--- config.mk ---
export PLATFORM = sky130hd
export DESIGN_NAME = cia_icr
export DESIGN_NICKNAME = d
export VERILOG_FILES = /design/src/rtl/cia_icr.sv
export SDC_FILE = /design/constraint.sdc
export NUM_CORES = 1
export LEC_CHECK = 0
export ABC_AREA = 1
export BUFFER_PORTS_ARGS = -buffer_cell sky130_fd_sc_hd__buf_2
export CELL_PAD_IN_SITES_DETAIL_PLACEMENT = 1
export CELL_PAD_IN_SITES_GLOBAL_PLACEMENT = 1
export CORE_UTILIZATION = 41
export DETAILED_ROUTE_END_ITERATION = 10
export PLACE_DENSITY = 0.81
export SYNTH_ARGS = -nofsm -noshare
export SYNTH_HDL_FRONTEND = slang
export SYNTH_SLANG_ARGS = --single-unit
--- constraint.sdc ---
create_clock -name clk -period 2.55 [get_ports clk]
set_clock_uncertainty 0.1 [all_clocks]
set_input_delay 0.51 -clock clk [delete_from_list [all_inputs] [get_ports clk]]
set_output_delay 0.51 -clock clk [all_outputs]
set_load 0.1 [all_outputs]
--- src/rtl/cia_icr.sv ---
// CIA interrupt control register ($D): sticky event latch, mask, IR flag and IRQ output.
// Define CIA_OLD_IRQ_DELAY_EN to drop a timer B event arriving right after an ICR read (6526).
module cia_icr #(
  parameter int FLAG_SYNC_STAGES = 2
) (
  input  logic       clk,
  input  logic       rst_n,
  input  logic       icr_sel,
  input  logic       rd,
  input  logic       we,
  input  logic [7:0] wdata,
  input  logic       ta_underflow,
  input  logic       tb_underflow,
  input  logic       tod_alarm,
  input  logic       sp_done,
  input  logic       flag_n,
  output logic [7:0] rdata,
  output logic       irq_n
);

  localparam int STAGES = (FLAG_SYNC_STAGES < 2) ? 2 : FLAG_SYNC_STAGES;

  logic [3:0]        level_now;
  logic [3:0]        level_prev;
  logic [STAGES-1:0] flag_sync;
  logic              flag_prev;
  logic [4:0]        pulse;
  logic [4:0]        data;
  logic [4:0]        mask;
  logic              ir;
  logic [7:0]        rdata_q;
  logic [7:0]        read_value;
  logic              rd_strobe;
  logic              wr_strobe;
  logic              unused_wdata;

  assign level_now    = {sp_done, tod_alarm, tb_underflow, ta_underflow};
  assign rd_strobe    = icr_sel & rd;
  assign wr_strobe    = icr_sel & we;
  assign read_value   = {ir, 2'b00, data};
  assign unused_wdata = ^wdata[6:5];

`ifdef CIA_OLD_IRQ_DELAY_EN
  logic rd_last;

  always_ff @(posedge clk or negedge rst_n) begin
    if (!rst_n) begin
      rd_last <= 1'b0;
    end else begin
      rd_last <= rd_strobe;
    end
  end
`endif

  // History flops start high so sources already asserted at reset release are not events.
  always_ff @(posedge clk or negedge rst_n) begin
    if (!rst_n) begin
      level_prev <= '1;
      flag_sync  <= '1;
      flag_prev  <= 1'b1;
    end else begin
      level_prev <= level_now;
      flag_sync  <= {flag_sync[STAGES-2:0], flag_n};
      flag_prev  <= flag_sync[STAGES-1];
    end
  end

  always_comb begin
    pulse[3:0] = level_now & ~level_prev;
    pulse[4]   = ~flag_sync[STAGES-1] & flag_prev;
`ifdef CIA_OLD_IRQ_DELAY_EN
    if (rd_last) begin
      pulse[1] = 1'b0;
    end
`endif
  end

  // A read clears the latched events but keeps anything arriving in the read cycle itself.
  always_ff @(posedge clk or negedge rst_n) begin
    if (!rst_n) begin
      data    <= '0;
      ir      <= 1'b0;
      irq_n   <= 1'b1;
      rdata_q <= '0;
    end else if (rd_strobe) begin
      data    <= pulse;
      ir      <= 1'b0;
      irq_n   <= 1'b1;
      rdata_q <= read_value;
    end else begin
      data    <= data | pulse;
      ir      <= ir | (|(data & mask));
      irq_n   <= ~ir;
    end
  end

  always_ff @(posedge clk or negedge rst_n) begin
    if (!rst_n) begin
      mask <= '0;
    end else if (wr_strobe) begin
      if (wdata[7]) begin
        mask <= mask | wdata[4:0];
      end else begin
        mask <= mask & ~wdata[4:0];
      end
    end
  end

  assign rdata = rd_strobe ? read_value : rdata_q;

endmodule

**Word level (Yosys, flattened, before mapping)**

Cells that the tools add are included.

- Bits in registers: 27
- Input port bits: 18
- Output and inout port bits: 9
- Logic and storage cells: 27

- Mux-type cells: 5
- Bitwise operators: 13
- Reduce and logical (&&, ||, !) cells: 1

Operators by type and width:

| kind | count |
|---|---|
| bitwise AND 5 bit | 2 |
| 2-to-1 mux 5 bit | 2 |
| bitwise OR 5 bit | 2 |
| 2-to-1 mux 8 bit | 1 |
| NOT 5 bit | 1 |
| OR reduction 5 bit | 1 |
| bitwise AND 4 bit | 1 |
| NOT 4 bit | 1 |
| bitwise AND 1 bit | 3 |
| 2-to-1 mux 1 bit | 2 |
| NOT 1 bit | 2 |
| bitwise OR 1 bit | 1 |

**Logic depth before layout (Yosys ltp)**

Gate-level depths: netlist of run 1.

- Depth after elaboration: 4
- Gate-level depth with buffers: 5
- Depth with buffers taken out: 5

**Least setup slack after synthesis of run 1**

Ideal clock, no wire load.

- Path kind: input port to output port
- Start point: input rd
- End point: output rdata[5]
- Arrival time: 1996 ps
- Required time: 1940 ps
- Slack: -56 ps
- Stages on the path: 3
- Path buffers: 0
- Path through: nand2_2 -> inv_1 -> nor2_1

RTL lines:

| what | line | RTL |
|---|---|---|
| from (decl) | 9 | `input logic rd,` |
| to (decl) | 17 | `output logic [7:0] rdata,` |

**Final worst setup path of run 1**

- Start point: input icr_sel
- End point: output rdata[3]

- Cells in the longest elaborated chain, start to end: 2

Ends and longest elaborated chain:

| what | line | RTL |
|---|---|---|
| from (decl) | 8 | `input logic icr_sel,` |
| bitwise AND 1 bit | 38 | `assign rd_strobe = icr_sel & rd;` |
| 2-to-1 mux 8 bit | 109 | `assign rdata = rd_strobe ? read_value : rdata_q;` |

No other way between the ends.

==> summary.md, run 1 <==
| Metric | Value |
|---|---|
| Final hold violations | 0 |
| Grt peak-use layer | met2 |
| Crit path required time | 1.94 ns |
| Status | completed |
| Clock root cell | clkbuf_4 |
| Pwr Density | 790 mW/mm² |
| Post-synthesis net count | 110 |
| Final core utilization | 53.8% |
| Routed Antenna Nets | 0 |
| Synth Instances | 92 |
| Synthesis-stage register bit count | 27 |
| DP HPWL | 1440 µm |
| Slew margin rel. | 60.8% |
| Post-Place Cells | 144 |
| Setup slack, reg-to-reg | 1.63 ns |
| Placement Cell Area | 0.00117 mm² |
| Critical Path Max Stage Delay | 0.45 ns |
| Clock latency at the later pin of the worst-skew pair | 0.33 ns |
| Width of the die | 51.1 µm |
| Largest net degree at the start of global routing | 28 |
| Post-synth cell types | 12 |
| Critical path arrival | 1.55 ns |
| M1 GR Usage | 21.3% |
| Post-CTS resize count | 0 |
| TritonCTS clock tree | done |
| CP Cell Sequence | buf_2, nand2_2, nand2_1, o21ai_2, buf_2 |
| Hold-fix buffers, CTS | 0 |
| Core ar. | 0.00223 mm² |
| Met2 Use GR | 33.3% |
| Hold crit path type | input pin to asynchronous set/reset pin |
| Reg-to-reg critical path startpoint | data[3] |
| DR pass1 iterations | 2 |
| Routability Congestion | 0.720 |
| Crit path launch type | input pin |
| Max_cap viols | 0 |
| Peak fanout along the critical path | 14 |
| Worst path most repeated cell | buf_2 |
| Ports | 27 |
| Met3 GRT Util | 2.68% |
| Min Clock Period, post-route | 2.16 ns |
| Leak Pwr | 0.000627 µW |
| Clock Sinks | 27 |
| Total global routing overflow | 0 |
| Crit. End Element | primary output |
| Nets | 139 |
| H-tree lvl count | 1 |
| CTS clk-pin slew, worst paths | 0.15 ns |
| Tcrit/Tclk final | 84.5% |
| Hold_ws | 0.0564 ns |
| Area grow syn2layout | 21.4% |
| Number of remaining DRC errors | 0 |
| Tot Pwr | 949 µW |
| Die H | 51.1 µm |
| Layout cell share with drive strength beyond 1 | 37.5% |
| Ant diodes | 0 |
| Initial DRC count | 2 |
| Post-route cell area | 0.00120 mm² |
| RSZ-0062 raised after global routing | false |
| Initial Utilization | 44.3% |
| CTS Buf Count | 3 |
| Post-synthesis cell area | 990 µm² |
| DR vias/cell | 4.72 |
| Cell row count | 17 |
| Fmax | 0.464 GHz |
| Global Route Usage Sum | 18.8% |
| Critical path's slowest cell | buf_2 |
| I/O Buffers | 24 |
| Post-DR wirelength/cell | 13.4 µm |
| Via count of the first global-routing pass | 708 |
| Post-CTS Setup Inserts | 0 |
| # setup viols final | 0 |
| Critical path type | input pin to primary output |
| Clk buf depth | 2 |
| VDD IR max | 0.485 mV |
| Vias | 699 |
| Drt total wl | 1990 µm |
| Syn. warnings | 0 |
| Die Area | 0.00261 mm² |
| Actual slew at the worst max-slew pin | 0.589 ns |
| Seq/Total Area, Yosys | 69.3% |
| First-pass GRT wire length | 3370 µm |
| Initial antenna violation count | 0 |
| Final slew viol count | 0 |
| Post-Syn Area per Cell | 10.8 µm² |
| Cell Count, Final, Fillers Out | 148 |
| Worst Setup SP | icr_sel |
[area by class of cell]
class	instances	area, µm²
inverters	17	63.8
well taps	28	35.0
repair buffers	25	158
multi-input cells	47	229
clock inverters	1	7.51
fillers	273	1030
flip-flops and latches	27	686
clock buffers	3	22.5
[logic make-up (layout without fill, tap and decap cells)]
group / count (synthesis) / after routing / synth area share, %
buffers and inverters: 18 / 46 / 7.59
DFF: 27 / 27 / 69.3
and+or+nand+nor: 30 / 30 / 11.6
AOI/OAI and AO/OA: 17 / 17 / 11.5
[synthesized netlist by cell type]
master	n	area share, %
o22ai_1	5	3.2
inv_2	1	0.38
o21ai_1	5	2.5
nand2_2	1	0.63
buf_6	1	1.1
inv_1	16	6.1
nor2_1	3	1.1
a21oi_1	1	0.51
dfstp_2	8	21
o21ai_2	6	5.3
dfrtp_1	19	48
nand2_1	26	9.9
[layer usage]
metal  vias up  share of wire, %
li1        340                 -
met1       342                44
met2        13                51
met3         4               2.6
met4         0               2.4
met5         -                 0
[report_power, final]
part | internal, µW | leakage (µW) | switching (µW) | total (µW)
Clock | 60.0 | 0.0000139 | 128 | 188
Sequential | 481 | 0.000314 | 20.9 | 502
Combinational | 51.6 | 0.000298 | 207 | 259
[cells in the final DEF, fill, tap and decap left out, drive strengths merged]
cell type  netlist  final
nor2             3      3
o21ai           11     11
a21oi            1      1
buf              1     25
dfrtp           19     19
clkinvlp         0      1
clkbuf           0      3
nand2           27     27
inv             17     17
o22ai            5      5
dfstp            8      8
[per-stage QoR]
stage	setup TNS (ns)	setup slack, ns
4_1_cts	0	0.382
3_5_place_dp	0	0.387
3_3_place_gp	0	0.423
5_1_grt	0	0.316
6_report	0	0.394
2_1_floorplan	-0.112	-0.0558
[path summary, 6_finish.rpt]
path                                              end  cells past startpoint
setup reg to reg                                   ir                      4
max in group asynchronous  asynchronous set/reset pin                      1
setup / recovery                             rdata[3]                      5
hold reg to reg                          flag_sync[1]                      0
min in group clk                         flag_sync[0]                      1
hold / removal                             rdata_q[6]                      1
[critical path: cells and delay by family]
kind	cells	cell delay (ns)
buffers and inverters	2	0.56
AO/OA/AOI/OAI	1	0.09
AND/OR/NAND/NOR	2	0.39
(Power assumes the default switching activity.)
==> inputs of run 2 (changes only) <==
==> config.mk (replaced) <==
export PLATFORM = sky130hd
export DESIGN_NAME = cia_icr
export DESIGN_NICKNAME = d
export VERILOG_FILES = /design/src/rtl/cia_icr.sv
export SDC_FILE = /design/constraint.sdc
export NUM_CORES = 1
export LEC_CHECK = 0
export ABC_AREA = 0
export BUFFER_PORTS_ARGS = -buffer_cell sky130_fd_sc_hd__buf_2
export CELL_PAD_IN_SITES_DETAIL_PLACEMENT = 1
export CELL_PAD_IN_SITES_GLOBAL_PLACEMENT = 1
export CORE_UTILIZATION = 40
export DETAILED_ROUTE_END_ITERATION = 10
export PLACE_DENSITY = 0.75
export SYNTH_ARGS = -nofsm -noshare
export SYNTH_HDL_FRONTEND = slang
export SYNTH_SLANG_ARGS = --single-unit
==> constraint.sdc (replaced) <==
create_clock -name clk -period 2.1 [get_ports clk]
set_clock_uncertainty 0.1 [all_clocks]
set_input_delay 0.42 -clock clk [delete_from_list [all_inputs] [get_ports clk]]
set_output_delay 0.42 -clock clk [all_outputs]
set_load 0.1 [all_outputs]
==> run 2 against run 1 <==
- flip-flop and latch count is the same
- via count fell by 13%
- cell count is 19% lower
- register-to-register slack lost 0.52 ns
- worst hold slack better by 0.015 ns
- global-route usage is 4.2 points lower
- largest cell class unchanged
- critical endpoint is now rdata[0]
- combinational power rose by 39%
- die area rose by 2.9%
- critical path type unchanged
- synthesized area up 0.51%
==> summary.md, run 2 <==
| Metric | Value |
|---|---|
| Area grow syn2layout | 21.4% (about the same) |
| Peak fanout along the critical path | 7 (was 14) |
| Total global routing overflow | 0 (unchanged) |
| Drt total wl | 1700 µm (was 1990 µm) |
| WP buf/inv | 2 (unchanged) |
| Ant diodes | 0 (unchanged) |
| Initial antenna violation count | 0 (unchanged) |
| Critical path type | input pin to primary output (unchanged) |
| Die H | 51.9 µm (was 51.1 µm) |
| Post-synth cell types | 14 (was 12) |
| Synth Instances | 63 (was 92) |
| Worst min-delay path startpoint | flag_n |
| First-pass GRT wire length | 2740 µm (was 3370 µm) |
| Tcrit/Tclk final | 93.0% |
| Synth area leaders | dfrtp_1 (48%), dfstp_2 (21%), mux2_4 (9.1%), mux2_2 (5.7%), a22o_1 (4.4%) (was dfrtp_1 (48%), dfstp_2 (21%), nand2_1 (9.9%), inv_1 (6.1%), o21ai_2 (5.3%)) |
| Post-Place Cells | 115 (was 144) |
| Worst r2r path cells | 2 (was 4) |
| Die Area | 0.00269 mm² (was 0.00261 mm²) |
| Clock latency at the later pin of the worst-skew pair | 0.32 ns (was 0.33 ns) |
| Clock Sinks | 27 (unchanged) |
| Clock root cell | clkbuf_4 (unchanged) |
| Setup TNS | 0 ns (unchanged) |
| Initial DRC count | 3 (was 2) |
| Post-synth EDFFs | 0 (unchanged) |
| Crit. End Element | primary output (unchanged) |
| Most frequent cells after synthesis | dfrtp_1 (19), dfstp_2 (8), mux2_4 (6) (was nand2_1 (26), dfrtp_1 (19), inv_1 (16)) |
| Routed Antenna Nets | 0 (unchanged) |
| Pwr Density | 997 mW/mm² (was 790 mW/mm²) |
| Final hold violations | 0 (unchanged) |
| I/O Buffers | 24 (unchanged) |
| Number of remaining DRC errors | 0 (unchanged) |
| Cell Count, Final, Fillers Out | 120 (was 148) |
| CTS clk-pin slew, worst paths | 0.14 ns (was 0.15 ns) |
| Critical path arrival | 1.43 ns (was 1.55 ns) |
| Clk buf depth | 2 (unchanged) |
| Via count of the first global-routing pass | 571 (was 708) |
| Critical Path Max Stage Delay | 0.32 ns (was 0.45 ns) |
| Post-DR wirelength/cell | 14.2 µm (was 13.4 µm) |
| Post-synthesis net count | 81 (was 110) |
| Final slew viol count | 0 (unchanged) |
| Post-synth ARST share | 100% (unchanged) |
| Post-synthesis cell type with the largest combined area | dfrtp_1 (unchanged) |
| Status | completed (unchanged) |
| Count leader, synth | dfrtp_1 (was nand2_1) |
| Hold crit path type | input pin to register (was input pin to asynchronous set/reset pin) |
| Hold Crit Endpoint | flag_sync[0] |
| Seq/Total Area, Yosys | 68.9% (was 69.3%) |
| Actual slew at the worst max-slew pin | 0.587 ns (was 0.589 ns) |
| CP Cell Sequence | buf_2, and2_4, mux2_4, buf_2 (was buf_2, nand2_2, nand2_1, o21ai_2, buf_2) |
| Post-CTS Setup Inserts | 0 (unchanged) |
| Hold path cells | 1 |
| Area share of the largest cell type after synthesis | 47.8% (was 48.0%) |
| H-tree lvl count | 1 (unchanged) |
| Post-Syn Area per Cell | 15.8 µm² (was 10.8 µm²) |
| CP delay by family, top | buffers and inverters (unchanged) |
| DR vias/cell | 5.08 (was 4.72) |
| Fmax | 0.512 GHz |
| Crit path launch type | input pin (unchanged) |
| R2r endpoint | data[0] (was ir) |
| DP HPWL | 1220 µm (was 1440 µm) |
| Core ar. | 0.00228 mm² (was 0.00223 mm²) |
| Critical path's slowest cell | mux2_4 (was buf_2) |
| Top FF cell, synth | dfrtp_1 (unchanged) |
| Layout cell share with drive strength beyond 1 | 53.3% (was 37.5%) |
| Reg-to-reg critical path startpoint | level_prev[0] (was data[3]) |
| TritonCTS clock tree | done (unchanged) |
| Most common cell after layout, fill and taps aside | buf_2 (was nand2_1) |
| Vias | 609 (was 699) |
| Crit path required time | 1.58 ns (was 1.94 ns) |
| Synthesis-stage register bit count | 27 (unchanged) |
| VDD IR max | 0.706 mV (was 0.485 mV) |
| Post-synthesis cell area | 995 µm² (was 990 µm²) |
| Most frequent cells in the layout | buf_2 (22), dfrtp_1 (19), dfstp_2 (8), mux2_4 (6) (was nand2_1 (26), buf_2 (22), dfrtp_1 (19), inv_1 (16), dfstp_2 (8)) |
| Setup slack, reg-to-reg | 1.11 ns (was 1.63 ns) |
| Max_cap viols | 0 (unchanged) |
| Width of the die | 51.9 µm (was 51.1 µm) |
| # setup viols final | 0 (unchanged) |
| RSZ-0062 raised after global routing | false (unchanged) |
| Routability Congestion | 0.658 (was 0.720) |
| Slew margin rel. | 60.9% (was 60.8%) |
| Global Route Usage Sum | 14.6% (was 18.8%) |
| Initial Utilization | 43.7% (was 44.3%) |
| Largest net degree at the start of global routing | 28 (unchanged) |
| CTS Buf Count | 3 (unchanged) |
| Nets | 111 (was 139) |
| Min Clock Period, post-route | 1.95 ns |
| Worst path most repeated cell | buf_2 (unchanged) |
| DR pass1 iterations | 2 (unchanged) |
| Leak Pwr | 0.000577 µW (was 0.000627 µW) |
| Syn. warnings | 0 (unchanged) |
| Ports | 27 (unchanged) |
| Cell row count | 17 (unchanged) |
[run 2: per-layer routing]
layer  track usage, %  wire (µm)  part of all wire (%)
met5                0          0                     0
met4             2.70          0                     0
met3             6.14        104                   6.1
met2             22.6        846                    50
met1             19.3        748                    44
[run 2: kinds of logic after synthesis]
logic type	Yosys count	share of synthesized area, %
buffers and inverters	6	3.90
AND/OR/NAND/NOR	10	5.41
flip-flops	27	68.9
multiplexers	11	14.7
AO/OA/AOI/OAI	9	7.04
[run 2: power by group]
group          internal (µW)  switching, µW
combinational           95.2            264
sequential               592           30.2
clock                   72.8            150
[run 2: through the flow]
step	setup WS (ns)	util [%]	area, µm²	power [µW]	hold WS [ns]
after floorplan	0.220	-	995	926	0.0244
after CTS	0.139	53.1	1210	1220	0.0536
after detailed placement	0.145	51.3	1170	994	0.248
after global routing	0.115	53.1	1210	1270	0.0295
final	0.146	53.1	1210	1200	0.0713
after global placement	0.148	51.3	1170	986	0.246
[run 2: worst max path at each step]
stage                          end  slack (ns)  startpoint  depth (start not counted)
final                     rdata[0]        0.15     icr_sel                          4
after global routing      rdata[3]        0.11     icr_sel                          4
after CTS                 rdata[3]        0.14     icr_sel                          4
after detailed placement  rdata[3]        0.15     icr_sel                          4
after global placement    rdata[3]        0.15     icr_sel                          4
after floorplan           rdata[5]        0.22          rd                          2
[run 2: area by class of cell]
cell class / instances / area, µm²
inverter: 5 / 18.8
clock buffer: 3 / 22.5
timing repair buffer: 26 / 168
multi-input combinational: 30 / 270
clock inverter: 1 / 7.51
tap: 28 / 35.0
sequential: 27 / 686
fill: 238 / 1070
[run 2: timing repair]
action | CTS | global route
resized for setup | 0 | 0
hold buffers | 1 | 0
setup endpoints to repair | 0 | 0
hold endpoints to repair | 19 | 0
==> inputs of run 3 (changes only) <==
--- a/config.mk
+++ b/config.mk
@@ -11,6 +11,7 @@
 export CELL_PAD_IN_SITES_GLOBAL_PLACEMENT = 1
 export CORE_UTILIZATION = 40
 export DETAILED_ROUTE_END_ITERATION = 10
+export HOLD_SLACK_MARGIN = 0.15
 export PLACE_DENSITY = 0.75
 export SYNTH_ARGS = -nofsm -noshare
 export SYNTH_HDL_FRONTEND = slang
==> run 3 against run 2 <==
- sequential share of layout area down 2.3 points
- power up 0.72%
- global-route usage up 0.63 points
- combinational power up 2%
- worst hold slack better by 0.20 ns
- cell count up 4.2%
- flip-flop and latch count unchanged
- setup slack about the same
- die area unchanged
- via count up 3.4%
- critical path type unchanged
==> summary.md, run 3 (synthesis gave the netlist of run 2 again) <==
| Metric | Value |
|---|---|
| Status | completed (unchanged) |
| Tcrit/Tclk final | 93.1% (was 93.0%) |
| RSZ-0062 raised after global routing | false (unchanged) |
| Area grow syn2layout | 26.4% (was 21.4%) |
| Initial DRC count | 3 (unchanged) |
| Clock Sinks | 27 (unchanged) |
| Setup slack at placement | 0.145 ns (unchanged) |
| Final setup margin | 0.146 ns (about the same) |
| Clock latency at the later pin of the worst-skew pair | 0.32 ns (about the same) |
| VDD IR max | 0.709 mV (was 0.706 mV) |
| H-tree lvl count | 1 (unchanged) |
| Most common cell after layout, fill and taps aside | buf_2 (unchanged) |
| Post-DR wirelength/cell | 14.2 µm (about the same) |
| Ports | 27 (unchanged) |
| DP HPWL | 1220 µm (unchanged) |
| Layout cell share with drive strength beyond 1 | 50.5% (was 53.3%) |
| First-pass GRT wire length | 2870 µm (was 2740 µm) |
| Actual slew at the worst max-slew pin | 0.588 ns (was 0.587 ns) |
| Ant diodes | 0 (unchanged) |
| Leak Pwr | 0.000598 µW (was 0.000577 µW) |
| Global Route Usage Sum | 15.3% (was 14.6%) |
| Final core utilization | 55.3% (was 53.1%) |
| Die Area | 0.00269 mm² (unchanged) |
| # setup viols final | 0 (unchanged) |
| Nets | 116 (was 111) |
| Hold crit path type | register to register (was input pin to register) |
| TritonCTS clock tree | done (unchanged) |
| Post-CTS Setup Inserts | 0 (unchanged) |
| Critical path type | input pin to primary output (unchanged) |
| Critical Path Max Stage Delay | 0.32 ns (about the same) |
| Min Clock Period, post-route | 1.95 ns (about the same) |
| Critical path arrival | 1.43 ns (about the same) |
| Vias | 630 (was 609) |
| Slew margin rel. | 60.8% (was 60.9%) |
| I/O Buffers | 24 (unchanged) |
| Fmax | 0.512 GHz (about the same) |
| Largest net degree at the start of global routing | 28 (unchanged) |
| Initial Utilization | 43.7% (unchanged) |
| CTS Buf Count | 3 (unchanged) |
| Core ar. | 0.00228 mm² (unchanged) |
| Cell row count | 17 (unchanged) |
| Critical path's slowest cell | mux2_4 (unchanged) |
| DR pass1 iterations | 2 (unchanged) |
| CP Cell Sequence | buf_2, and2_4, mux2_4, buf_2 (unchanged) |
| Crit path required time | 1.58 ns (about the same) |
| DR vias/cell | 5.04 (was 5.08) |
| WP buf/inv | 2 (unchanged) |
| Drt total wl | 1770 µm (was 1700 µm) |
| Final slew viol count | 0 (unchanged) |
| Final hold violations | 0 (unchanged) |
| CTS clk-pin slew, worst paths | 0.15 ns (was 0.14 ns) |
| Initial antenna violation count | 0 (unchanged) |
| Pwr Density | 964 mW/mm² (was 997 mW/mm²) |
| Peak fanout along the critical path | 7 (unchanged) |
| Total global routing overflow | 0 (unchanged) |
| Worst path most repeated cell | buf_2 (unchanged) |
| Hold_ws | 0.267 ns (was 0.0713 ns) |
| Crit path launch type | input pin (unchanged) |
| Routability Congestion | 0.658 (unchanged) |
| Via count of the first global-routing pass | 625 (was 571) |
| Clock root cell | clkbuf_4 (unchanged) |
| Die H | 51.9 µm (unchanged) |
| Clk buf depth | 2 (unchanged) |
| Max_cap viols | 0 (unchanged) |
| Width of the die | 51.9 µm (unchanged) |
| Post-CTS resize count | 0 (unchanged) |
| CP delay by family, top | buffers and inverters (unchanged) |
| Routed Antenna Nets | 0 (unchanged) |
| Most frequent cells in the layout | buf_2 (22), dfrtp_1 (19), dfstp_2 (8), mux2_4 (6), dlygate4sd3_1 (6) (was buf_2 (22), dfrtp_1 (19), dfstp_2 (8), mux2_4 (6)) |
| Setup TNS | 0 ns (unchanged) |
| Crit. End Element | primary output (unchanged) |
| Number of remaining DRC errors | 0 (unchanged) |
[run 3: changes by cell type in the layout (fill, tap and decap cells not counted)]
cell           delta
dlygate4sd3_1     +5
[run 3: final cells by class]
cell class              instances  area [µm²]
clock buffers                   3        22.5
well taps                      28        35.0
repair buffers                 31         218
multi-input cells              30         270
fillers                       232        1020
clock inverters                 1        7.51
inverters                       5        18.8
flip-flops and latches         27         686
[run 3: timing repair]
action / in CTS / in global routing
hold buffers: 6 / 0
setup endpoints to repair: 0 / 0
endpoints found under the hold margin: 24 / 0
[run 3: worst register-to-register path, cell delays in order, from the launching register on]
cell and delay (ns):
dfstp_2 0.54, inv_1 0.03, a22o_1 0.22
[run 3: metrics by stage]
step / cell area, µm² / total power (µW) / std cells
4_1_cts: 1260 / 1230 / 125
5_1_grt: 1260 / 1270 / 125
2_1_floorplan: 995 / 926 / 63
3_5_place_dp: 1170 / 994 / 115
6_report: 1260 / 1210 / 125
3_3_place_gp: 1170 / 986 / 115
[run 3: final timing paths]
kind	from	end	slack [ns]	cells after the start
worst max-delay path	icr_sel	rdata[0]	0.15	4
worst max register to register	level_prev[0]	data[0]	1.11	2
max in group asynchronous	rst_n	asynchronous set/reset pin	1.01	2
worst min register to register	flag_sync[0]	flag_sync[1]	0.27	0
worst min-delay path	flag_sync[0]	flag_sync[1]	0.27	0
min in group asynchronous	rst_n	rdata_q[4]	0.50	2
[run 3: power breakdown]
part,leakage [µW],switching [µW],internal [µW],total [µW]
clock,0.0000139,151,72.8,224
combinational,0.000278,266,101,367
sequential,0.000306,30.3,592,622
[run 3: routing by layer]
layer  vias up  global-route usage [%]  routed length [µm]
met2        18                    24.8                 910
met5         -                       0                   0
met4         0                    2.70                   0
met3         0                    6.14                  99
li1        287                       -                   -
met1       325                    19.3                 760
